## src/rtl/present_key_sequencer_pkg.sv

```systemverilog
// ============================================================================
// present_key_sequencer_pkg
// Shared widths, constants and FSM state encoding for the key sequencer.
// Revision: 1.0
// ============================================================================
`default_nettype none

package present_key_sequencer_pkg;

  localparam int KEY_W            = 80;
  localparam int RK_W             = 64;
  localparam int RC_W             = 5;
  localparam int CNT_W            = 6;
  localparam int PRESENT_NUM_KEYS = 32;

  typedef enum logic [1:0] {
    ST_IDLE = 2'd0,
    ST_EMIT = 2'd1,
    ST_SKIP = 2'd2,
    ST_DONE = 2'd3
  } state_e;

endpackage

`default_nettype wire

```

## src/rtl/present_key_sequencer_if.sv

```systemverilog
// ============================================================================
// present_key_sequencer_if
// Key-load request and round-key handshake bundle between the loader/consumer
// side (master) and the sequencer (slave).
// Revision: 1.0
// ============================================================================
`default_nettype none

interface present_key_sequencer_if;
  import present_key_sequencer_pkg::*;

  logic [KEY_W-1:0] key_in;
  logic             start;
  logic             ff;
  logic             abort;
  logic             busy;
  logic [RK_W-1:0]  rk;
  logic [CNT_W-1:0] rk_idx;
  logic             rk_valid;
  logic             rk_ready;
  logic             done;
  logic [KEY_W-1:0] final_key;

  modport master (
    output key_in, start, ff, abort, rk_ready,
    input  busy, rk, rk_idx, rk_valid, done, final_key
  );

  modport slave (
    input  key_in, start, ff, abort, rk_ready,
    output busy, rk, rk_idx, rk_valid, done, final_key
  );

endinterface

`default_nettype wire

```

## src/rtl/present_key_sequencer_key_schedule.sv

```systemverilog
// ============================================================================
// key_schedule
// One combinational PRESENT-80 key-register update: rotate, S-box, counter XOR.
// Revision: 1.0
// ============================================================================
`default_nettype none

module key_schedule
  import present_key_sequencer_pkg::*;
(
  input  logic [KEY_W-1:0] key_i,
  input  logic [RC_W-1:0]  rc_i,
  output logic [KEY_W-1:0] key_o
);

  function automatic logic [3:0] sbox(input logic [3:0] x);
    logic [3:0] y;
    case (x)
      4'h0: y = 4'hC;  4'h1: y = 4'h5;  4'h2: y = 4'h6;  4'h3: y = 4'hB;
      4'h4: y = 4'h9;  4'h5: y = 4'h0;  4'h6: y = 4'hA;  4'h7: y = 4'hD;
      4'h8: y = 4'h3;  4'h9: y = 4'hE;  4'hA: y = 4'hF;  4'hB: y = 4'h8;
      4'hC: y = 4'h4;  4'hD: y = 4'h7;  4'hE: y = 4'h1;  default: y = 4'h2;
    endcase
    return y;
  endfunction

  logic [KEY_W-1:0] rotated;

  // Left rotation by 61 is the same as right rotation by 19.
  always_comb begin
    rotated        = {key_i[18:0], key_i[KEY_W-1:19]};
    key_o          = rotated;
    key_o[79:76]   = sbox(rotated[79:76]);
    key_o[19:15]   = rotated[19:15] ^ rc_i;
  end

endmodule

`default_nettype wire

```

## src/rtl/present_key_sequencer.sv

```systemverilog
// ============================================================================
// present_key_sequencer
// Loads an 80-bit master key and emits PRESENT round keys over valid/ready,
// or fast-forwards the schedule to produce the final key register.
// Revision: 1.0
// ============================================================================
`default_nettype none

module present_key_sequencer
  import present_key_sequencer_pkg::*;
#(
  parameter int NUM_KEYS = PRESENT_NUM_KEYS
)
(
  input  logic                    clk,
  input  logic                    rst_n,
  present_key_sequencer_if.slave  bus
);

  localparam logic [CNT_W-1:0] LAST_CNT = CNT_W'(NUM_KEYS);

  state_e           state_q, state_d;
  logic [KEY_W-1:0] key_q, key_d;
  logic [KEY_W-1:0] final_q, final_d;
  logic [CNT_W-1:0] cnt_q, cnt_d;
  logic [KEY_W-1:0] key_next;
  logic             fire;
  logic             last;

  key_schedule u_key_schedule (
    .key_i (key_q),
    .rc_i  (cnt_q[RC_W-1:0]),
    .key_o (key_next)
  );

  assign fire = (state_q == ST_EMIT) && bus.rk_ready;
  assign last = (cnt_q == LAST_CNT);

  always_ff @(posedge clk) begin
    if (!rst_n) begin
      state_q <= ST_IDLE;
      key_q   <= '0;
      cnt_q   <= '0;
      final_q <= '0;
    end else begin
      state_q <= state_d;
      key_q   <= key_d;
      cnt_q   <= cnt_d;
      final_q <= final_d;
    end
  end

  // Abort takes priority over a handshake in the same cycle; that key is dropped.
  always_comb begin
    state_d = state_q;
    key_d   = key_q;
    cnt_d   = cnt_q;
    final_d = final_q;
    case (state_q)
      ST_IDLE: begin
        if (bus.start) begin
          key_d   = bus.key_in;
          cnt_d   = CNT_W'(1);
          state_d = bus.ff ? ST_SKIP : ST_EMIT;
        end
      end
      ST_EMIT: begin
        if (bus.abort) begin
          state_d = ST_IDLE;
        end else if (fire) begin
          if (last) begin
            state_d = ST_DONE;
          end else begin
            key_d = key_next;
            cnt_d = cnt_q + CNT_W'(1);
          end
        end
      end
      ST_SKIP: begin
        if (bus.abort) begin
          state_d = ST_IDLE;
        end else if (last) begin
          state_d = ST_DONE;
        end else begin
          key_d = key_next;
          cnt_d = cnt_q + CNT_W'(1);
        end
      end
      default: begin
        final_d = key_q;
        state_d = ST_IDLE;
      end
    endcase
  end

  assign bus.busy      = (state_q == ST_EMIT) || (state_q == ST_SKIP);
  assign bus.rk_valid  = (state_q == ST_EMIT);
  assign bus.done      = (state_q == ST_DONE);
  assign bus.rk        = key_q[KEY_W-1:KEY_W-RK_W];
  assign bus.rk_idx    = cnt_q;
  assign bus.final_key = final_q;

endmodule

`default_nettype wire

```

## src/flat_wrapper.sv

```systemverilog
// flat-port wrapper written by rule: the top's interface ports become plain ports
module present_key_sequencer_flat import present_key_sequencer_pkg::*;
#(
  parameter int NUM_KEYS = PRESENT_NUM_KEYS
)
  (clk, rst_n, bus_key_in, bus_start, bus_ff, bus_abort, bus_rk_ready, bus_busy, bus_rk, bus_rk_idx, bus_rk_valid, bus_done, bus_final_key);
  present_key_sequencer_if bus_i ();
  input  logic clk;
  input  logic rst_n;
  input wire logic [$bits(bus_i.key_in)-1:0] bus_key_in;
  input wire logic [$bits(bus_i.start)-1:0] bus_start;
  input wire logic [$bits(bus_i.ff)-1:0] bus_ff;
  input wire logic [$bits(bus_i.abort)-1:0] bus_abort;
  input wire logic [$bits(bus_i.rk_ready)-1:0] bus_rk_ready;
  output wire logic [$bits(bus_i.busy)-1:0] bus_busy;
  output wire logic [$bits(bus_i.rk)-1:0] bus_rk;
  output wire logic [$bits(bus_i.rk_idx)-1:0] bus_rk_idx;
  output wire logic [$bits(bus_i.rk_valid)-1:0] bus_rk_valid;
  output wire logic [$bits(bus_i.done)-1:0] bus_done;
  output wire logic [$bits(bus_i.final_key)-1:0] bus_final_key;
  assign bus_i.key_in = bus_key_in;
  assign bus_i.start = bus_start;
  assign bus_i.ff = bus_ff;
  assign bus_i.abort = bus_abort;
  assign bus_i.rk_ready = bus_rk_ready;
  assign bus_busy = bus_i.busy;
  assign bus_rk = bus_i.rk;
  assign bus_rk_idx = bus_i.rk_idx;
  assign bus_rk_valid = bus_i.rk_valid;
  assign bus_done = bus_i.done;
  assign bus_final_key = bus_i.final_key;
  present_key_sequencer #(.NUM_KEYS(NUM_KEYS)) u_core (.clk(clk), .rst_n(rst_n), .bus(bus_i));
endmodule
```

## config.mk

```make
export PLATFORM = sky130hd
export DESIGN_NAME = present_key_sequencer_flat
export DESIGN_NICKNAME = d
export VERILOG_FILES = /design/src/rtl/present_key_sequencer_pkg.sv /design/src/rtl/present_key_sequencer_if.sv /design/src/rtl/present_key_sequencer_key_schedule.sv /design/src/rtl/present_key_sequencer.sv /design/src/flat_wrapper.sv
export SDC_FILE = /design/constraint.sdc
export NUM_CORES = 1
export LEC_CHECK = 0
export BUFFER_PORTS_ARGS = -buffer_cell sky130_fd_sc_hd__buf_2
export CAP_MARGIN = 20
export CORE_ASPECT_RATIO = 1.25
export CORE_MARGIN = 2
export CORE_UTILIZATION = 50
export CTS_BUF_LIST = sky130_fd_sc_hd__clkbuf_4 sky130_fd_sc_hd__clkbuf_8
export DETAILED_ROUTE_END_ITERATION = 16
export PLACE_DENSITY = 0.8
export SLEW_MARGIN = 40
export SYNTH_ARGS = -nofsm -noshare
export SYNTH_HDL_FRONTEND = slang
export SYNTH_HIERARCHICAL = 1
export SYNTH_SLANG_ARGS = --single-unit
```

## constraint.sdc

```tcl
create_clock -name clk -period 4.15 [get_ports clk]
set_clock_uncertainty 0.05 [all_clocks]
set_input_delay 0.83 -clock clk [delete_from_list [all_inputs] [get_ports clk]]
set_output_delay 0.83 -clock clk [all_outputs]
set_load 0.05 [all_outputs]
```

=== After elaboration in Yosys (flattened, before gate mapping) ===
Memory sizes are Yosys's and may differ from the RTL's. A register that Yosys moved wholly into a read port is not among the register bits.
Cells that the tools add are included.

* Flip-flop bits (word level): 168
* Memory bits (read-only): 64
* Input port bits: 86
* Output and inout bits: 153
* Word-level logic and storage cells: 44
* Memories kept: 1

* Add/subtract/negate cells: 1
* Eq/ne operators: 9
* Muxes and demuxes: 21
* Bitwise gates (word level): 1
* Reductions and logical operators: 7

{| class="wikitable"
|+ Memory list
! memory !! words !! bits a word !! read ports !! clocked after memory_dff !! write ports !! line !! source
|-
| (no name shown) || 16 || 4 || 1 || 1 || 0 || present_key_sequencer_key_schedule.sv:18 || <nowiki>case (x)</nowiki>
|}

{| class="wikitable"
|+ Operator list
! operator !! number
|-
| 80-bit two-way mux || 5
|-
| 80-bit case mux with 3 select lines || 1
|-
| 6-bit two-way mux || 5
|-
| 6-bit case mux with 3 select lines || 1
|-
| 2-bit two-way mux || 6
|-
| 4-bit two-way mux || 2
|-
| 6-bit by 1-bit adder with 6-bit output (second input constant) || 1
|-
| 6-bit equality test (second input constant) || 1
|-
| 2-bit != test (second input constant) || 3
|-
| 2-bit case mux with 3 select lines || 1
|-
| 5-bit AND reduction || 1
|-
| 5-bit XOR || 1
|-
| 2-bit equality test (second input constant) || 2
|-
| 3-bit by 2-bit != test with 1-bit output (second input constant) || 1
|-
| 3-bit nonzero test || 1
|-
| 3-bit OR reduction || 1
|-
| 2-bit by 1-bit equality test with 1-bit output (second input constant) || 1
|-
| 2-bit logical NOT || 1
|-
| 2-bit by 1-bit != test with 1-bit output (second input constant) || 1
|-
| 2-bit AND reduction || 1
|-
| 1-bit logical AND || 1
|-
| 1-bit logical OR || 1
|}

=== Depth between registers and ports, before layout ===
* Depth in word-level cells: 7
* Gate-level depth with buffers: 9
* Gate-level depth less buffers: 7

=== Cells and area by module ===
The synthesis kept the hierarchy.

{| class="wikitable"
|+ Modules (own cells, without submodules)
! module !! times used !! cells each !! area each (um2) !! seq. area each (um2)
|-
| present_key_sequencer || 1 || 744 || 7673.6 || 3363.2
|-
| key_schedule || 1 || 94 || 755.7 || 0.0
|}

=== Worst setup path after synthesis ===
No wires, ideal clock.

* Path kind: reg2reg
* From: reg u_core.state_q[0]
* To: reg u_core.key_q[70]
* Setup time: 116 ps
* Data arrival time: 2147 ps
* Data required time: 3984 ps
* Path slack: 1837 ps
* Stages on the path, launching flop included: 9
* Path buffers: 3
* Clock period less this slack: 2313 ps
* Cell sequence: dfxtp_1 -> inv_1 -> ha_1 -> clkbuf_1 -> buf_2 -> buf_2 -> mux2i_1 -> nand2_1 -> o211a_1

* Longest elaborated chain between the ends: 4
* Elaborated cells on any way between the ends: 11
* Those cells by class: 6 x eq/ne; 1 x mux; 4 x reduce/logical

{| class="wikitable"
|+ RTL lines
! what !! line !! source
|-
| from (decl) || present_key_sequencer.sv:22 || <nowiki>state_e state_q, state_d;</nowiki>
|-
| from (signal assigned) || present_key_sequencer.sv:46 || <nowiki>state_q <= state_d;</nowiki>
|-
| 2-bit by 1-bit equality test with 1-bit output || present_key_sequencer.sv:36, present_key_sequencer.sv:59 ||
|-
| 1-bit logical AND || present_key_sequencer.sv:36 || <nowiki>assign fire = (state_q == ST_EMIT) && bus.rk_ready;</nowiki>
|-
| 2-bit by 1-bit != test with 1-bit output (no source line) || - ||
|-
| 5-bit AND reduction (no source line) || - ||
|-
| to (signal assigned) || present_key_sequencer.sv:47 || <nowiki>key_q <= key_d;</nowiki>
|-
| to (decl) || present_key_sequencer.sv:23 || <nowiki>logic [KEY_W-1:0] key_q, key_d;</nowiki>
|}

Parallel ways exist; a longest one is shown, timed or not.
A chain may end at the register's enable or synchronous reset.

=== Worst setup path after layout ===
* From: reg u_core.state_q[0]
* To: out bus_busy

* Longest elaborated chain between the ends: 2
* Elaborated cells on any way between the ends: 3
* Those cells by class: 2 x eq/ne; 1 x reduce/logical

{| class="wikitable"
|+ RTL lines
! what !! line !! source
|-
| 2-bit by 1-bit equality test with 1-bit output / 2-bit equality test (equally long branches) || present_key_sequencer.sv:96 || <nowiki>assign bus.busy = (state_q == ST_EMIT) || (state_q == ST_SKIP);</nowiki>
|-
| 1-bit logical OR (*) || present_key_sequencer.sv:96 ||
|-
| to (decl) || flat_wrapper.sv:15 || <nowiki>output wire logic [$bits(bus_i.busy)-1:0] bus_busy;</nowiki>
|}

Every way passes the cells marked *; elsewhere a longest branch is shown, timed or not.

==> results_dict.tcl <==
set metrics [dict create \
    hp-class "flop to flop" \
    endpoint_kind "output port" \
    timing.fmax_ghz 0.328 \
    crit_slowest_cell "ha_4" \
    yosysMostFrequentCell "dfxtp_1" \
    setup_tns_ns 0 \
    fin_crit_ns 3.05 \
    place.gp.congestion 0.853 \
    slew_viol_final 0 \
    cts_buffers 17 \
    multiInputGateArea_um2 3810 \
    cts_setup_buffers 0 \
    synth_seq_cells 168 \
    grt_max_degree 113 \
    fin_nets 1008 \
    synth-async-reset-ratio 0 \
    die_w_um 120 \
    antenna_cells 0 \
    root_buffer "clkbuf_8" \
    ant_nets 0 \
    postRouteWirelength_um 22100 \
    start_util 0.506 \
    cts_tree "built" \
    fill_cells 1513 \
    relSlewSlack 0.436 \
    firstDrtPassIters 6 \
    fp.dieH_um 149 \
    placedCellCount 1111 \
    netlist_instances 838 \
    synthTopCellsByCount "dfxtp_1 (168), mux2i_1 (163), buf_4 (136)" \
    grt_pass1_wl_um 32200 \
    synthDistinctLibCells 32 \
    seqCellArea_um2 3360 \
    required_ns 3.27 \
    drive_gt1_frac 0.306 \
    yosys.area.top_type "dfxtp_1" \
    dieArea_um2 17900 \
    period_share 0.734 \
    grt_pass1_vias 5466 \
    grt_usage 0.241 \
    fp-row-count 53 \
    ys_warn_count 6 \
    dp_hpwl_um 16200 \
    vias 5997 \
    area_growth_pct 8.46 \
    rsz0062_at_grt "no" \
    cp_data_arrival_time_ns 2.17 \
    max_cap_violations 0 \
    drcViolationCount 0 \
    hold_viol 0 \
    yosysTopAreaCellShare 0.399 \
    start_kind "flop" \
    clockBufferDepth 2 \
    outcome "finished clean" \
    p_per_area_nw_per_um2 857 \
    synthFlopType "dfxtp_1" \
    wl_per_cell_um 19.4 \
    avgSynthCellArea_um2 10.1 \
    cts_max_level 4 \
    critPathKind "flop to output port" \
    antenna_found_initial 0 \
    cts_resized 0 \
    clkSlewWorstSetupHoldPaths_ns 0.08 \
    path_cells "inv_1 > ha_4 > buf_12 > buf_2" \
    io_buffers 238 \
    ioPinCount 239 \
    yosysSeqAreaShare 0.399 \
    synth_edf_count 0 \
    setup_violations 0 \
    grt.overflow.total 0 \
    worstMarginPinSlew_ns 0.846 \
    critPathMaxStageDelay_ns 0.59 \
    cts.sinks 168 \
    fin_cells 1142 \
    vias_per_cell 5.25 \
    synth.area.top_cells "dfxtp_1 (40%), mux2i_1 (19%), buf_4 (12%)" \
    drtIter0Drc 374 \
    peakVddDrop_mv 0.494 \
    path_max_fanout 28 \
    hold_buffers 0 \
    synth_nets 935 \
    core_area_um2 16600 \
    synth_area_um2 8430 \
    power.leakage_nw 4.59 \
    clk_latency_ns 0.45 \
]
## per-stage QoR
stage                     utilization  setup slack [ns]  cell area (um2)  total power, W  hold slack (ns)
after CTS                       0.548             0.950             9120         0.00784            0.471
after global placement          0.525              1.47             8730         0.00661            0.439
after floorplan                     -              1.84             8430         0.00631            0.444
final                           0.549              1.10             9140         0.00783            0.465
after detailed placement        0.525              1.44             8730         0.00668            0.445
after global routing            0.549             0.992             9140         0.00826            0.493
## worst max-delay path: cells and delay by family (launching register included)
family	cells	cell delay [ns]
fa+ha+maj	1	0.59
buf+inv	3	0.70
flops	1	0.42
## cells by family (layout without fill, tap and decap cells)
logic type | after synthesis | after routing | share of synthesized area
simple gates | 187 | 187 | 0.113
fa+ha+maj | 11 | 11 | 0.0163
flops | 168 | 168 | 0.399
xor+xnor | 6 | 6 | 0.00623
buf+inv | 200 | 284 | 0.154
mux | 165 | 165 | 0.199
compound gates | 101 | 101 | 0.113
## where the power goes
| part | switching (W) | internal [W] |
|---|---|---|
| Clock | 0.000573 | 0.000587 |
| Combinational | 0.00263 | 0.00151 |
| Sequential | 0.000563 | 0.00197 |
| Total | 0.00377 | 0.00407 |
## path summary, 6_finish.rpt
| path | slack [ns] | endpoint | from | cells past startpoint |
|---|---|---|---|---|
| setup / recovery | 1.10 | bus_busy | u_core/state_q[0] | 4 |
| hold / removal | 0.46 | u_core/bus.final_key[74] | u_core/bus.final_key[74] | 2 |
| setup reg to reg | 1.72 | u_core/key_q[14] | u_core/state_q[1] | 8 |
| hold reg to reg | 0.46 | u_core/bus.final_key[74] | u_core/bus.final_key[74] | 2 |
## cell usage in the layout (no fill, tap or decap), drive strengths merged, types with 3 or more instances in the layout
cell / count
a21boi: 4
a21oi: 3
buf: 246
clkbuf: 23
clkinvlp: 3
dfxtp: 168
ha: 11
inv: 8
mux2i: 163
nand2: 86
nand2b: 7
nand3: 4
nor2b: 83
o211a: 80
o21a: 3
o21ai: 3
xor2: 5
## area by class of cell
class                   count  share of cell area
multi-input cells         470               0.416
flip-flops and latches    168               0.368
repair buffers            246               0.140
clock buffers              23              0.0319
well taps                 220              0.0301
clock inverters             7              0.0105
inverters                   8             0.00328
## registers in the layout, summed over array words and instances (netlist names)
register and count:
u_core/state_q 2, u_core/bus.final_key 80, u_core/key_q 80, u_core/bus.rk_idx 6
## routing by layer
metal	vias up	wire [um]	share of wire	global-route usage
met3	45	1480	0.067	0.0562
met5	-	0	0	0
met1	2846	9270	0.42	0.302
met4	0	816	0.037	0.111
li1	2868	-	-	-
met2	238	10500	0.48	0.393
Power figures use the tool's default switching activity.
